--- config.mk ---
export PLATFORM = sky130hd
export DESIGN_NAME = div_arbiter
export DESIGN_NICKNAME = d
export VERILOG_FILES = /design/src/rtl/div_arbiter.sv
export SDC_FILE = /design/constraint.sdc
export NUM_CORES = 1
export LEC_CHECK = 0
export CORE_UTILIZATION = 30
export CTS_CLUSTER_DIAMETER = 50
export DETAILED_ROUTE_END_ITERATION = 10
export GPL_TIMING_DRIVEN = 0
export HOLD_SLACK_MARGIN = 0.08
export PLACE_DENSITY_LB_ADDON = 0.05
export SKIP_CTS_REPAIR_TIMING = 1
export SLEW_MARGIN = 20
export SYNTH_ARGS = -nofsm -noshare
export SYNTH_HDL_FRONTEND = slang
export SYNTH_SLANG_ARGS = --single-unit
--- constraint.sdc ---
create_clock -name CLK -period 10.7 [get_ports CLK]
set_input_delay 2.675 -clock CLK [delete_from_list [all_inputs] [get_ports CLK]]
set_output_delay 2.675 -clock CLK [all_outputs]
set_load 0.01 [all_outputs]
--- src/rtl/div_arbiter.sv ---
// Round-robin arbiter that shares one iterative divider core among N requesters.
// Divide-by-zero is answered locally; a stalled core is aborted after TIMEOUT cycles.
module div_arbiter #(
  parameter int N       = 4,
  parameter int W       = 32,
  parameter int TIMEOUT = 64
) (
  input  logic           CLK,
  input  logic           RST,
  input  logic [N-1:0]   REQ,
  input  logic [N*W-1:0] DVD_IN,
  input  logic [N*W-1:0] DSR_IN,
  output logic [N-1:0]   GNT,
  output logic [N-1:0]   RSP_VLD,
  output logic [W-1:0]   Q_OUT,
  output logic [W-1:0]   R_OUT,
  output logic           DZ,
  output logic           ERR,
  output logic           DIV_START,
  output logic [W-1:0]   DIV_DVD,
  output logic [W-1:0]   DIV_DSR,
  input  logic           DIV_DONE,
  input  logic [W-1:0]   DIV_Q,
  input  logic [W-1:0]   DIV_R
);

  localparam int IW = $clog2(N);
  localparam int TW = $clog2(TIMEOUT + 1);
  localparam logic [IW:0]   NL    = (IW + 1)'(N);
  localparam logic [IW-1:0] NM1   = IW'(N - 1);
  localparam logic [TW-1:0] TLAST = TW'(TIMEOUT - 1);

  typedef enum logic [1:0] {S_IDLE, S_ISSUE, S_WAIT, S_RESP} state_t;

  state_t        state, state_nx;
  logic [IW-1:0] owner, ptr, win;
  logic          win_vld;
  logic [W-1:0]  win_dvd, win_dsr;
  logic [W-1:0]  dvd_r, dsr_r, q_r, r_r;
  logic          dz_r, err_r;
  logic [TW-1:0] timer;
  logic          timeout;

  // Rotating priority search starting at ptr; the sum never exceeds 2N-2.
  always_comb begin
    logic [IW:0] j;
    win     = '0;
    win_vld = 1'b0;
    j       = '0;
    for (int k = 0; k < N; k++) begin
      j = {1'b0, ptr} + (IW + 1)'(k);
      if (j >= NL) j = j - NL;
      if (!win_vld && REQ[j[IW-1:0]]) begin
        win_vld = 1'b1;
        win     = j[IW-1:0];
      end
    end
  end

  assign win_dvd = DVD_IN[win*W +: W];
  assign win_dsr = DSR_IN[win*W +: W];
  assign timeout = (timer == TLAST);

  always_comb begin
    state_nx  = state;
    GNT       = '0;
    RSP_VLD   = '0;
    DIV_START = 1'b0;
    case (state)
      S_IDLE: begin
        if (win_vld) begin
          GNT[win] = 1'b1;
          state_nx = (win_dsr == '0) ? S_RESP : S_ISSUE;
        end
      end
      S_ISSUE: begin
        DIV_START = 1'b1;
        state_nx  = S_WAIT;
      end
      S_WAIT: begin
        if (DIV_DONE || timeout) state_nx = S_RESP;
      end
      S_RESP: begin
        RSP_VLD[owner] = 1'b1;
        state_nx       = S_IDLE;
      end
      default: state_nx = S_IDLE;
    endcase
  end

  always_ff @(posedge CLK or posedge RST) begin
    if (RST) begin
      state <= S_IDLE;
      owner <= '0;
      ptr   <= '0;
      timer <= '0;
      dvd_r <= '0;
      dsr_r <= '0;
      q_r   <= '0;
      r_r   <= '0;
      dz_r  <= 1'b0;
      err_r <= 1'b0;
    end else begin
      state <= state_nx;
      case (state)
        S_IDLE: begin
          if (win_vld) begin
            owner <= win;
            dvd_r <= win_dvd;
            dsr_r <= win_dsr;
            if (win_dsr == '0) begin
              q_r  <= '1;
              r_r  <= win_dvd;
              dz_r <= 1'b1;
            end
          end
        end
        S_ISSUE: timer <= '0;
        S_WAIT: begin
          // A completion on the final timer cycle still counts as success.
          if (DIV_DONE) begin
            q_r <= DIV_Q;
            r_r <= DIV_R;
          end else if (timeout) begin
            q_r   <= '0;
            r_r   <= '0;
            err_r <= 1'b1;
          end else begin
            timer <= timer + 1'b1;
          end
        end
        S_RESP: begin
          ptr   <= (owner == NM1) ? '0 : owner + 1'b1;
          dz_r  <= 1'b0;
          err_r <= 1'b0;
        end
        default: ;
      endcase
    end
  end

  assign Q_OUT   = (state == S_RESP) ? q_r : '0;
  assign R_OUT   = (state == S_RESP) ? r_r : '0;
  assign DZ      = dz_r;
  assign ERR     = err_r;
  assign DIV_DVD = dvd_r;
  assign DIV_DSR = dsr_r;

endmodule
==> results of run 1 <==
layout make-up:
class                           instances  area [sq um]
Sequential cell                       143          3580
Clock inverter                         12           138
Buffer                                122           546
Multi-Input combinational cell        936          6440
Clock buffer                           18           429
Tap cell                              455           569
Inverter                                8          37.5
Fill cell                            3433         18200
Timing Repair Buffer                  465          4670
critical path: stages:
cell and delay, ns:
clkdlybuf4s50_1 0.51, nor4_2 0.85, nand2b_1 0.20, clkbuf_1 0.43, clkbuf_1 0.65, o21bai_1 0.23
nor2_1 0.11, clkdlybuf4s50_1 0.54
path summary, 6_finish.rpt:
path                                to  slack [ns]  startpoint  cells after the start
setup / recovery                GNT[2]        1.83      REQ[0]                      8
min in group asynchronous  DIV_DSR[12]        2.66         RST                      2
hold / removal              DIV_DSR[2]        0.48  DIV_DSR[2]                      2
setup reg to reg                q_r[2]        6.12    state[0]                     12
max in group asynchronous      r_r[22]        7.19         RST                      3
hold reg to reg             DIV_DSR[2]        0.48  DIV_DSR[2]                      2
cells by family after synthesis:
kind of cell | after synthesis | synth area share
adder cells (fa/ha/maj) | 10 | 0.0118
AND/OR/NAND/NOR | 399 | 0.196
XOR/XNOR | 4 | 0.00332
AO/OA/AOI/OAI | 328 | 0.203
multiplexers | 195 | 0.192
flip-flops | 143 | 0.339
buffers and inverters | 130 | 0.0545
through the flow:
| stage | instance area [sq um] | cells |
|---|---|---|
| 2_1_floorplan | 10600 | 1209 |
| 6_report | 16400 | 2159 |
| 3_5_place_dp | 15800 | 2129 |
| 4_1_cts | 16400 | 2159 |
| 5_1_grt | 16400 | 2159 |
| 3_3_place_gp | 15800 | 2128 |
per-layer routing:
metal / wire length (um) / part of all wire / global-route usage
met5: 9 / 0.00019 / 0
met4: 908 / 0.019 / 0.0639
met3: 3440 / 0.072 / 0.0600
met2: 23700 / 0.50 / 0.461
met1: 19800 / 0.41 / 0.325
power groups by stage:
stage / logic (W) / clock network (W) / registers (W)
final: 0.00250 / 0.000604 / 0.000997
after global routing: 0.00274 / 0.000638 / 0.00103
after CTS: 0.00252 / 0.000615 / 0.000996
after detailed placement: 0.00251 / 0 / 0.00100
after global placement: 0.00248 / 0 / 0.000991
after floorplan: 0.00140 / 0 / 0.00101
flip-flops by register name (all words and copies together), names as in the netlist:
register / count
DIV_DVD: 32
owner: 2
q_r: 32
state: 2
ERR: 1
ptr: 2
DZ: 1
r_r: 32
DIV_DSR: 32
timer: 7
layout by cell type (no fill, tap or decap), types with 17 or more instances in the layout:
cell type        count
clkbuf_1            89
nor2_1              74
nand3_1             47
a211oi_1            50
o22ai_1             35
nand2_1             93
clkbuf_16           17
nand2b_1            21
and2_1              68
nor2b_1             20
o211ai_1            32
o41a_1              32
or4_1               34
o21ai_0             94
mux2_2              64
dfrtp_1            143
mux2i_1            130
clkdlybuf4s50_1    464
a21oi_1             62
==> results.json, run 1 <==
{
  "outcome": "finished clean",
  "start_util": 0.305,
  "fin_tns_setup_ns": 0,
  "worstSetupPathType": "input port to output port",
  "fin_crit_sh": 0.829,
  "vias_per_cell": 5.31,
  "cts.sink_count": 143,
  "gp_congestion": 0.832,
  "p_comb_frac": 0.609,
  "grt_start_max_net_pins": 90,
  "grt_pass1_wl_mm": 71.8,
  "start_kind": "input port",
  "core_sq_um": 34600,
  "netlist.area_leader.share": 0.339,
  "crit_fanout": 10,
  "wl_mm": 47.9,
  "vdd_ir_drop_max_v": 0.000131,
  "cp.required_ns": 8.03,
  "drc": 0,
  "p_leak_nw": 6.52,
  "drive_gt1_frac": 0.0751,
  "maxSlewViolCount": 0,
  "utilization": 0.474,
  "num_io_pins": 466,
  "p_int_w": 0.00228,
  "power_w": 0.00410,
  "clock_path_buffers": 2,
  "holdCritPathClass": "flip-flop to flip-flop",
  "switchingPower_w": 0.00182,
  "yosysTopAreaCell": "dfrtp_1",
  "critPathArrivalTime_ns": 6.20,
  "synth_edf_count": 0,
  "synth_top_cells_by_area": "dfrtp_1, mux2i_1, mux2_2",
  "synth_area_sq_um": 10600,
  "max_freq_ghz": 0.113,
  "numCtsBuffers": 17,
  "skew_ns": 0.0150,
  "ys_async_sr_fraction": 1.00,
  "h-tree-depth": 4,
  "hold_viol_final": 0,
  "port_buffers": 464,
  "seq_area_frac_synth": 0.339,
  "vias": 11500,
  "rsz0062_at_grt": "no",
  "maxCapViolCount": 0,
  "endpoint_kind": "output port",
  "finalWorstSetupSlack_ns": 1.83,
  "dieArea_sq_um": 36000,
  "hold_ws_ns": 0.481,
  "synth.most_common_cell": "dfrtp_1",
  "setup_violations": 0,
  "worstMarginPinSlew_ns": 0.910,
  "ys_warn_count": 0,
  "antennaDiodeCount": 0,
  "drt-wirelength-per-cell_um": 22.2,
  "drtPass1Iterations": 5,
  "clk_pin_slew_worst_paths_ns": 0.06,
  "die_h_um": 190,
  "syn_to_final_growth_pct": 55.3,
  "slew_headroom": 0.388,
  "place_hpwl_mm": 37.5,
  "cts_tree": "done",
  "rows": 68,
  "gr-total-overflow": 0,
  "ys_seq_elements": 143,
  "swShare": 0.443,
  "synth_cell_types": 42,
  "ant_nets": 0,
  "grt_pass1_vias": 11900,
  "die_width_um": 190,
  "period_needed_ns": 8.87,
  "antenna_found_initial": 1,
  "root_buffer": "clkbuf_16",
  "synth_commonest_cells": "dfrtp_1, mux2i_1, o21ai_0",
  "p_seq_frac": 0.243,
  "synth-main-ff-cell": "dfrtp_1",
  "drt-initial-drc-count": 662,
  "grt_usage": 0.263,
  "synth_area_per_cell_sq_um": 8.74,
  "pre_cts_ws_ns": 1.78,
  "power_density_nw_per_um2": 250,
  "synthesis.nets": 1546,
  "clkPwrFrac": 0.147,
  "nNetsFinal": 2030,
  "syn_inst": 1209,
  "clkLatencyLatePin_ns": 0.43
}
(Power assumes the default switching activity.)
==> inputs of run 2 (changes only) <==
==> constraint.sdc (replaced) <==
create_clock -name CLK -period 8.4 [get_ports CLK]
set_input_delay 2.1 -clock CLK [delete_from_list [all_inputs] [get_ports CLK]]
set_output_delay 2.1 -clock CLK [all_outputs]
set_load 0.01 [all_outputs]
==> results of run 2 <==
The final DEF is identical to that of run 1. Status: finished clean.
Among the figures that moved: setup slack after placement 1.78 ns -> 0.631 ns; setup slack after layout 1.83 ns -> 0.676 ns; register-to-register setup slack 6.12 ns -> 3.82 ns; total power 0.00410 W -> 0.00522 W; worst IR drop on VDD 0.000131 V -> 0.000167 V
